==> src/rtl/simplerisc_pkg.sv <==
// Shared types and constants for the simplerisc pipeline control blocks.
package simplerisc_pkg;

    typedef enum logic [1:0] {
        IDLE    = 2'd0,
        PENDING = 2'd1,
        DRAIN   = 2'd2
    } br_state_t;

    localparam int unsigned BR_DRAIN_DEFAULT = 2;

endpackage

==> src/rtl/sat_counter.sv <==
// Width-parameterized saturating incrementer with synchronous clear.
module sat_counter #(
    parameter int unsigned W = 32
) (
    input  logic         clk,
    input  logic         clear,
    input  logic         inc,
    output logic [W-1:0] count
);

    always_ff @(posedge clk) begin
        if (clear) begin
            count <= '0;
        end else if (inc && (count != '1)) begin
            count <= count + W'(1);
        end
    end

endmodule

==> src/rtl/branch_redirect_ctrl.sv <==
// Taken-branch response sequencer: PC redirect handshake, IF/ID and ID/EX flush, wrong-path drain.
// Optional statistics counters are built when BRANCH_STATS_EN is defined.
module branch_redirect_ctrl
    import simplerisc_pkg::*;
#(
    parameter int unsigned DRAIN_CYCLES = BR_DRAIN_DEFAULT,
    parameter int unsigned STAT_W       = 32
) (
    input  logic        clk,
    input  logic        reset,
    input  logic        ex_valid,
    input  logic        isBranchTaken,
    input  logic [31:0] branchPC,
    input  logic        fetch_ready,
    output logic        redirect_valid,
    output logic [31:0] redirect_pc,
    output logic        isFlush_IFID,
    output logic        isFlush_IDEX,
    output logic        ex_kill,
    output logic [1:0]  br_state
`ifdef BRANCH_STATS_EN
    ,
    output logic [STAT_W-1:0] stat_taken,
    output logic [STAT_W-1:0] stat_penalty
`endif
);

    localparam int unsigned CNT_W      = (DRAIN_CYCLES > 1) ? $clog2(DRAIN_CYCLES) : 1;
    localparam int unsigned DRAIN_LOAD = (DRAIN_CYCLES > 0) ? DRAIN_CYCLES - 1 : 0;
    localparam bit          HAS_DRAIN  = (DRAIN_CYCLES != 0);

    br_state_t        state_q;
    br_state_t        state_d;
    logic [31:0]      tgt_q;
    logic [CNT_W-1:0] drain_cnt;
    logic             take;
    logic             accept;

    assign take   = ex_valid & isBranchTaken & (state_q == IDLE);
    assign accept = fetch_ready & (take | (state_q == PENDING));

    // State register
    always_ff @(posedge clk) begin
        if (reset) begin
            state_q <= IDLE;
        end else begin
            state_q <= state_d;
        end
    end

    // Next-state logic
    always_comb begin
        state_d = state_q;
        case (state_q)
            IDLE: begin
                if (take) begin
                    if (!fetch_ready) begin
                        state_d = PENDING;
                    end else if (HAS_DRAIN) begin
                        state_d = DRAIN;
                    end
                end
            end
            PENDING: begin
                if (fetch_ready) begin
                    state_d = HAS_DRAIN ? DRAIN : IDLE;
                end
            end
            DRAIN: begin
                if (drain_cnt == '0) begin
                    state_d = IDLE;
                end
            end
            default: state_d = IDLE;
        endcase
    end

    // Target capture and drain countdown; tgt_q only changes on an IDLE take
    always_ff @(posedge clk) begin
        if (reset) begin
            tgt_q     <= '0;
            drain_cnt <= '0;
        end else begin
            if (take) begin
                tgt_q <= branchPC;
            end
            if (accept && HAS_DRAIN) begin
                drain_cnt <= CNT_W'(DRAIN_LOAD);
            end else if ((state_q == DRAIN) && (drain_cnt != '0)) begin
                drain_cnt <= drain_cnt - CNT_W'(1);
            end
        end
    end

    // Outputs; IDLE is a zero-latency path from the branch unit
    always_comb begin
        redirect_valid = 1'b0;
        redirect_pc    = tgt_q;
        isFlush_IFID   = 1'b0;
        isFlush_IDEX   = 1'b0;
        ex_kill        = 1'b0;
        br_state       = 2'd0;
        if (!reset) begin
            br_state = state_q;
            case (state_q)
                IDLE: begin
                    redirect_valid = take;
                    redirect_pc    = branchPC;
                    isFlush_IFID   = take;
                    isFlush_IDEX   = take;
                end
                PENDING: begin
                    redirect_valid = 1'b1;
                    isFlush_IFID   = 1'b1;
                end
                DRAIN: begin
                    ex_kill = 1'b1;
                end
                default: begin
                    redirect_valid = 1'b0;
                end
            endcase
        end
    end

`ifdef BRANCH_STATS_EN
    logic penalty_inc;

    assign penalty_inc = take | (state_q == PENDING) | (state_q == DRAIN);

    sat_counter #(.W(STAT_W)) u_stat_taken (
        .clk   (clk),
        .clear (reset),
        .inc   (take),
        .count (stat_taken)
    );

    sat_counter #(.W(STAT_W)) u_stat_penalty (
        .clk   (clk),
        .clear (reset),
        .inc   (penalty_inc),
        .count (stat_penalty)
    );
`else
    // STAT_W has no effect without statistics
    if (STAT_W == 0) begin : g_no_stats
    end
`endif

endmodule
==> config.mk <==
export PLATFORM = sky130hd
export DESIGN_NAME = branch_redirect_ctrl
export DESIGN_NICKNAME = d
export VERILOG_FILES = /design/src/rtl/simplerisc_pkg.sv /design/src/rtl/sat_counter.sv /design/src/rtl/branch_redirect_ctrl.sv
export SDC_FILE = /design/constraint.sdc
export NUM_CORES = 1
export LEC_CHECK = 0
export CELL_PAD_IN_SITES_DETAIL_PLACEMENT = 1
export CELL_PAD_IN_SITES_GLOBAL_PLACEMENT = 1
export CORE_ASPECT_RATIO = 0.9
export CORE_UTILIZATION = 36
export CTS_CLUSTER_DIAMETER = 100
export DETAILED_ROUTE_END_ITERATION = 8
export PLACE_DENSITY = 0.86
export SYNTH_ARGS = -nofsm -noshare
export SYNTH_HDL_FRONTEND = slang
export SYNTH_SLANG_ARGS = --single-unit
==> constraint.sdc <==
create_clock -name clk -period 4.3 [get_ports clk]
set_clock_uncertainty 0.15 [all_clocks]
set_input_delay 1.075 -clock clk [delete_from_list [all_inputs] [get_ports clk]]
set_output_delay 1.075 -clock clk [all_outputs]
set_load 0.05 [all_outputs]
==> results of run 1 <==
-- cell families (layout without fill, tap and decap cells) --
logic type	Yosys count	after routing	synth area share, %
simple gates	76	76	24.22
compound gates	3	3	0.8601
flops	35	35	34.42
buf+inv	16	86	7.068
mux	64	64	33.44
-- worst paths after layout --
check / depth (start not counted) / slack, ns / from / to
worst max register to register: 3 / 2.46 / state_q[1] / tgt_q[22]
worst min register to register: 2 / 0.33 / tgt_q[21] / tgt_q[21]
worst max-delay path: 5 / 0.59 / reset / redirect_pc[16]
worst min-delay path: 2 / 0.33 / tgt_q[21] / tgt_q[21]
-- registers in the layout (all words and copies together) (netlist names) --
signal     count
drain_cnt      1
tgt_q         32
state_q        2
-- cell usage in the layout (no fill, tap or decap), types with 2 or more instances in the layout --
master	instances
buf_12	2
buf_4	37
clkbuf_8	7
clkdlybuf4s50_1	38
dfxtp_1	35
mux2_1	2
mux2_2	30
mux2i_1	32
nand2b_1	65
nor2b_1	2
o22ai_1	2
-- cells in the mapped netlist --
library cell / instances
buf_6: 4
dfxtp_1: 35
buf_4: 1
nor3_4: 1
mux2i_1: 32
or3b_2: 1
mux2_1: 2
or2b_1: 1
buf_2: 1
buf_12: 3
o22ai_1: 2
clkbuf_1: 7
nor3_1: 1
nor2_1: 1
and3_1: 1
and2b_1: 1
nor2b_1: 2
and4bb_1: 1
nor4_1: 1
mux2_2: 30
nand2b_1: 65
a21oi_1: 1
-- metal layers --
| metal | track usage (%) | wire, um |
|---|---|---|
| met1 | 18.88 | 1963 |
| met2 | 28.80 | 2239 |
| met3 | 4.720 | 268 |
| met4 | 5.357 | 51 |
| met5 | 0 | 0 |
-- worst max-delay path, stage by stage --
cell and delay (ns):
buf_2 0.27, nor3_4 0.19, buf_4 0.34, mux2_2 0.39, buf_4 0.19
-- where the power goes --
group	leakage (nW)	internal [W]	switching, W
clock network	0.0515	0.000146	0.000116
logic	0.783	0.000126	0.000169
registers	0.286	0.000342	0.0000102
total	1.12	0.000613	0.000295
-- metrics by stage --
stage | power [W] | std cells | worst slack [ns] | area (um2) | utilization (%)
floorplan | 0.0005687 | 194 | 0.1467 | 2036 | -
global placement | 0.0006511 | 323 | 0.6010 | 2679 | 50.08
detailed placement | 0.0006563 | 323 | 0.5582 | 2679 | 50.08
CTS | 0.0009230 | 331 | 0.5626 | 2779 | 51.95
global route | 0.0009512 | 331 | 0.4467 | 2779 | 51.95
finish | 0.0009084 | 331 | 0.5885 | 2779 | 51.95
-- final cells by class --
cell class,instances,share of cell area (%)
Multi-Input combinational cell,143,42.86
Timing Repair Buffer,78,25.30
Clock buffer,8,3.602
Sequential cell,35,25.21
Tap cell,67,3.017
==> impl_metrics.toml, run 1 <==
[global_routing]
grt_use_total_pct = 16.37
grt_max_degree = 39
grt_pass1_wl_um = 7300
grt_pass1_vias = 1585
grt.overflow.total = 0
antenna_found_initial = 0

[clock_network]
cts.repair.resized = 0
cts_max_path_buffers = 2
cts_tree = "yes"
cts.htree.levels = 2
clkLatencyLatePin_ns = 0.28
ctsHoldBuffers = 0
post_cts_buffers = 0
cts.sinks = 35
cts_buffers = 5
ctsRootBufferMaster = "clkbuf_8"
clk_pin_slew_ns = 0.07

[drt]
ant_nets = 0
first_iter_violations = 62
via_per_inst = 4.743
drc = 0
vias = 1570
routed_wl_um = 4522
first_pass_iters = 4
routedWlPerCell_um = 13.66

[final_layout]
antenna_cells = 0
final_nets = 300
seqCellArea_um2 = 700.7
fillers = 610
layout-drive-gt1-share_pct = 30.30
multi_input_area_um2 = 1191
syn2layout_area_growth_pct = 36.51

[floorplan]
core-area_um2 = 5349
ios = 75
design.die.area_um2 = 5960
start_util_pct = 38.06
rows = 25
die-height_um = 73.34
die_x_um = 81.27

[pwr]
vdd_ir_drop_max_mv = 0.1266
power.leakage_nw = 1.121
power.density_nw_per_um2 = 326.9

[sta]
whs_ns = 0.3254
fin_crit_sh_pct = 86.32
setup_viol = 0
slew_violations = 0
hold_viol = 0
tightest_slew_ns = 0.6215
slew_headroom_pct = 58.57
rsz0062_at_grt = "no"
timing.fmax_mhz = 269.4
finalCriticalPeriod_ns = 3.712
tns_ns = 0

[synth]
yosys_warnings = 0
synth_area_per_cell_um2 = 10.49
netlist_area_um2 = 2036
synth_area_leaders = "dfxtp_1 34%, nand2b_1 20%, mux2_2 17%"
yosysTopAreaCell = "dfxtp_1"
ys_types = 22
synthCells = 194
syn-num-nets = 231
seq_area_frac_synth_pct = 34.42
synth-seq-cells = 35
yosysTopAreaCellShare_pct = 34.42

[critical_path]
path_class = "in2out"
worstSetupStartpointType = "primary input"
endpoint_kind = "output port"
worst_ep_arrival_time_ns = 2.49
crit_path_max_fanout = 38
critical_path_required_ns = 3.07

[job]
maxCapViolCount = 0

[placed_design]
gp_congestion = 0.6399
io_buffer_count = 74
dp_hpwl_um = 3210

[worst_hold_path]
hold_path_class = "reg2reg"

[run_status]
status = "completed"
(Power assumes the default switching activity.)
==> run 2: changes to the inputs <==
--- a/config.mk
+++ b/config.mk
@@ -10,6 +10,7 @@
 export CORE_ASPECT_RATIO = 0.9
 export CORE_UTILIZATION = 36
 export CTS_CLUSTER_DIAMETER = 100
+export CTS_CLUSTER_SIZE = 24
 export DETAILED_ROUTE_END_ITERATION = 8
 export PLACE_DENSITY = 0.86
 export SYNTH_ARGS = -nofsm -noshare
==> results of run 2 <==
Final layout, timing and power as in run 1 (identical DEF).
==> run 3: changes to the inputs <==
--- a/config.mk
+++ b/config.mk
@@ -8,11 +8,11 @@
 export CELL_PAD_IN_SITES_DETAIL_PLACEMENT = 1
 export CELL_PAD_IN_SITES_GLOBAL_PLACEMENT = 1
 export CORE_ASPECT_RATIO = 0.9
-export CORE_UTILIZATION = 36
+export CORE_UTILIZATION = 33
 export CTS_CLUSTER_DIAMETER = 100
 export CTS_CLUSTER_SIZE = 24
 export DETAILED_ROUTE_END_ITERATION = 8
-export PLACE_DENSITY = 0.86
+export PLACE_DENSITY = 0.75
 export SYNTH_ARGS = -nofsm -noshare
 export SYNTH_HDL_FRONTEND = slang
 export SYNTH_SLANG_ARGS = --single-unit
==> constraint.sdc (replaced) <==
create_clock -name clk -period 4.2 [get_ports clk]
set_clock_uncertainty 0.15 [all_clocks]
set_input_delay 1.05 -clock clk [delete_from_list [all_inputs] [get_ports clk]]
set_output_delay 1.05 -clock clk [all_outputs]
set_load 0.05 [all_outputs]
==> impl_metrics.toml, run 3 (same netlist as run 1, synthesis figures left out) <==
[critical_path]
cp-endpoint = "redirect_pc[5]"
crit_path_max_fanout = 13
reg2regPathDepth = 3
ff2ff_setup_slack_ns = 2.40
critical_path_required_ns = 3.00
r2r_end = "tgt_q[27]"
crit_start = "reset"
worst_ep_arrival_time_ns = 2.41
r2r_start = "state_q[1]"
endpoint_kind = "output port"
worstSetupStartpointType = "primary input"
path_class = "in2out"

[placed_design]
dp_hpwl_um = 3465
gp_congestion = 0.7660
io_buffer_count = 74
placed_cell_area_um2 = 3058

[pwr]
vdd_ir_drop_max_mv = 0.1478
power.leakage_nw = 1.227
power.density_nw_per_um2 = 314.5

[final_layout]
largestRegisters = "tgt_q: 32 flops, state_q: 2 flops, drain_cnt: 1 flops"
final_nets = 300
final_common_cell = "nand2b_1"
syn2layout_area_growth_pct = 54.64
largest_register = "tgt_q"
final_util_pct = 54.06
final_cell_area_um2 = 3148
layout-drive-gt1-share_pct = 30.42
largest_reg_flops = 32
final_cell_mix = "65 x nand2b_1, 38 x clkdlybuf4s50_1, 35 x dfxtp_1"

[sta]
fin_crit_sh_pct = 86.05
tightest_slew_ns = 0.5244
rsz0062_at_grt = "no"
tns_ns = 0
setup_viol = 0
slew_violations = 0
finalCriticalPeriod_ns = 3.614
slew_headroom_pct = 65.04
timing.fmax_mhz = 276.7
hold_viol = 0

[clock_network]
cts_buffers = 5
ctsHoldBuffers = 0
cts.sinks = 35
clk_pin_slew_ns = 0.07
cts_tree = "yes"
cts_max_path_buffers = 2
ctsRootBufferMaster = "clkbuf_8"
cts.htree.levels = 2
post_cts_buffers = 0
cts.repair.resized = 0
clkLatencyLatePin_ns = 0.28

[floorplan]
ios = 75
start_util_pct = 34.96
core-area_um2 = 5823
die-height_um = 76.51
die_x_um = 84.79
design.die.area_um2 = 6487
rows = 26

[global_routing]
grt_use_total_pct = 15.47
grt_pass1_wl_um = 7990
grt_pass1_vias = 1602
grt_max_degree = 66
antenna_found_initial = 0
grt.overflow.total = 0

[drt]
first_pass_iters = 8
via_per_inst = 4.650
routed_wl_um = 4810
routedWlPerCell_um = 14.40
drc = 16
ant_nets = 0
vias = 1553
first_iter_violations = 74

[worst_hold_path]
hold_path_class = "reg2reg"

[run_status]
status = "finished with violations"
violations = "DRC"

[job]
maxCapViolCount = 0
-- run 3: changes by cell type in the layout (fill, tap and decap cells not counted), sizes merged --
cell / previous run / this run
clkbuf: 8 / 6
clkinv: 0 / 1
diode: 0 / 1
-- run 3: how the worst min path moves through the flow --
stage | startpoint | endpoint | slack, ns | cells past startpoint
floorplan | tgt_q[21] | tgt_q[21] | 0.29 | 2
global placement | tgt_q[22] | tgt_q[22] | 0.31 | 2
detailed placement | tgt_q[5] | tgt_q[5] | 0.31 | 2
CTS | tgt_q[5] | tgt_q[5] | 0.33 | 2
global route | tgt_q[29] | tgt_q[29] | 0.35 | 2
finish | tgt_q[21] | tgt_q[21] | 0.32 | 2
-- run 3: critical path, cell delays in order --
cell and delay, ns:
buf_2 0.16, nor3_4 0.35, buf_4 0.31, mux2_2 0.39, buf_12 0.15
-- run 3: cell type report --
type | instances | area, um2
antenna | 1 | 2.502
timing repair buffer | 78 | 1079
multi-input combinational | 143 | 1191
sequential | 35 | 700.7
clock inverter | 1 | 5.005
clock buffer | 6 | 82.58
tap | 70 | 87.58
fill | 613 | 2675
-- run 3: per-stage QoR --
stage / setup WS, ns / power (W) / hold slack [ns] / instances
2_1_floorplan: 0.09666 / 0.0005822 / 0.2945 / 194
3_3_place_gp: 0.5903 / 0.0007496 / 0.3073 / 326
3_5_place_dp: 0.5616 / 0.0007542 / 0.3149 / 326
4_1_cts: 0.5662 / 0.001004 / 0.3322 / 333
5_1_grt: 0.4929 / 0.001033 / 0.3501 / 333
6_report: 0.5858 / 0.0009899 / 0.3240 / 334
-- run 3: report_power, final --
part	switching (W)	internal (W)
sequential	0.0000101	0.000350
combinational	0.000190	0.000194
clock	0.000117	0.000129
-- run 3: per-layer routing --
layer | up-vias | wire [um] | GRT usage [%] | share of wire (%)
met5 | - | 0 | 0 | 0
met4 | 0 | 56 | 5.085 | 1.2
met3 | 5 | 353 | 3.900 | 7.3
met2 | 50 | 2081 | 24.07 | 43
met1 | 712 | 2320 | 20.85 | 48
li1 | 786 | - | - | -
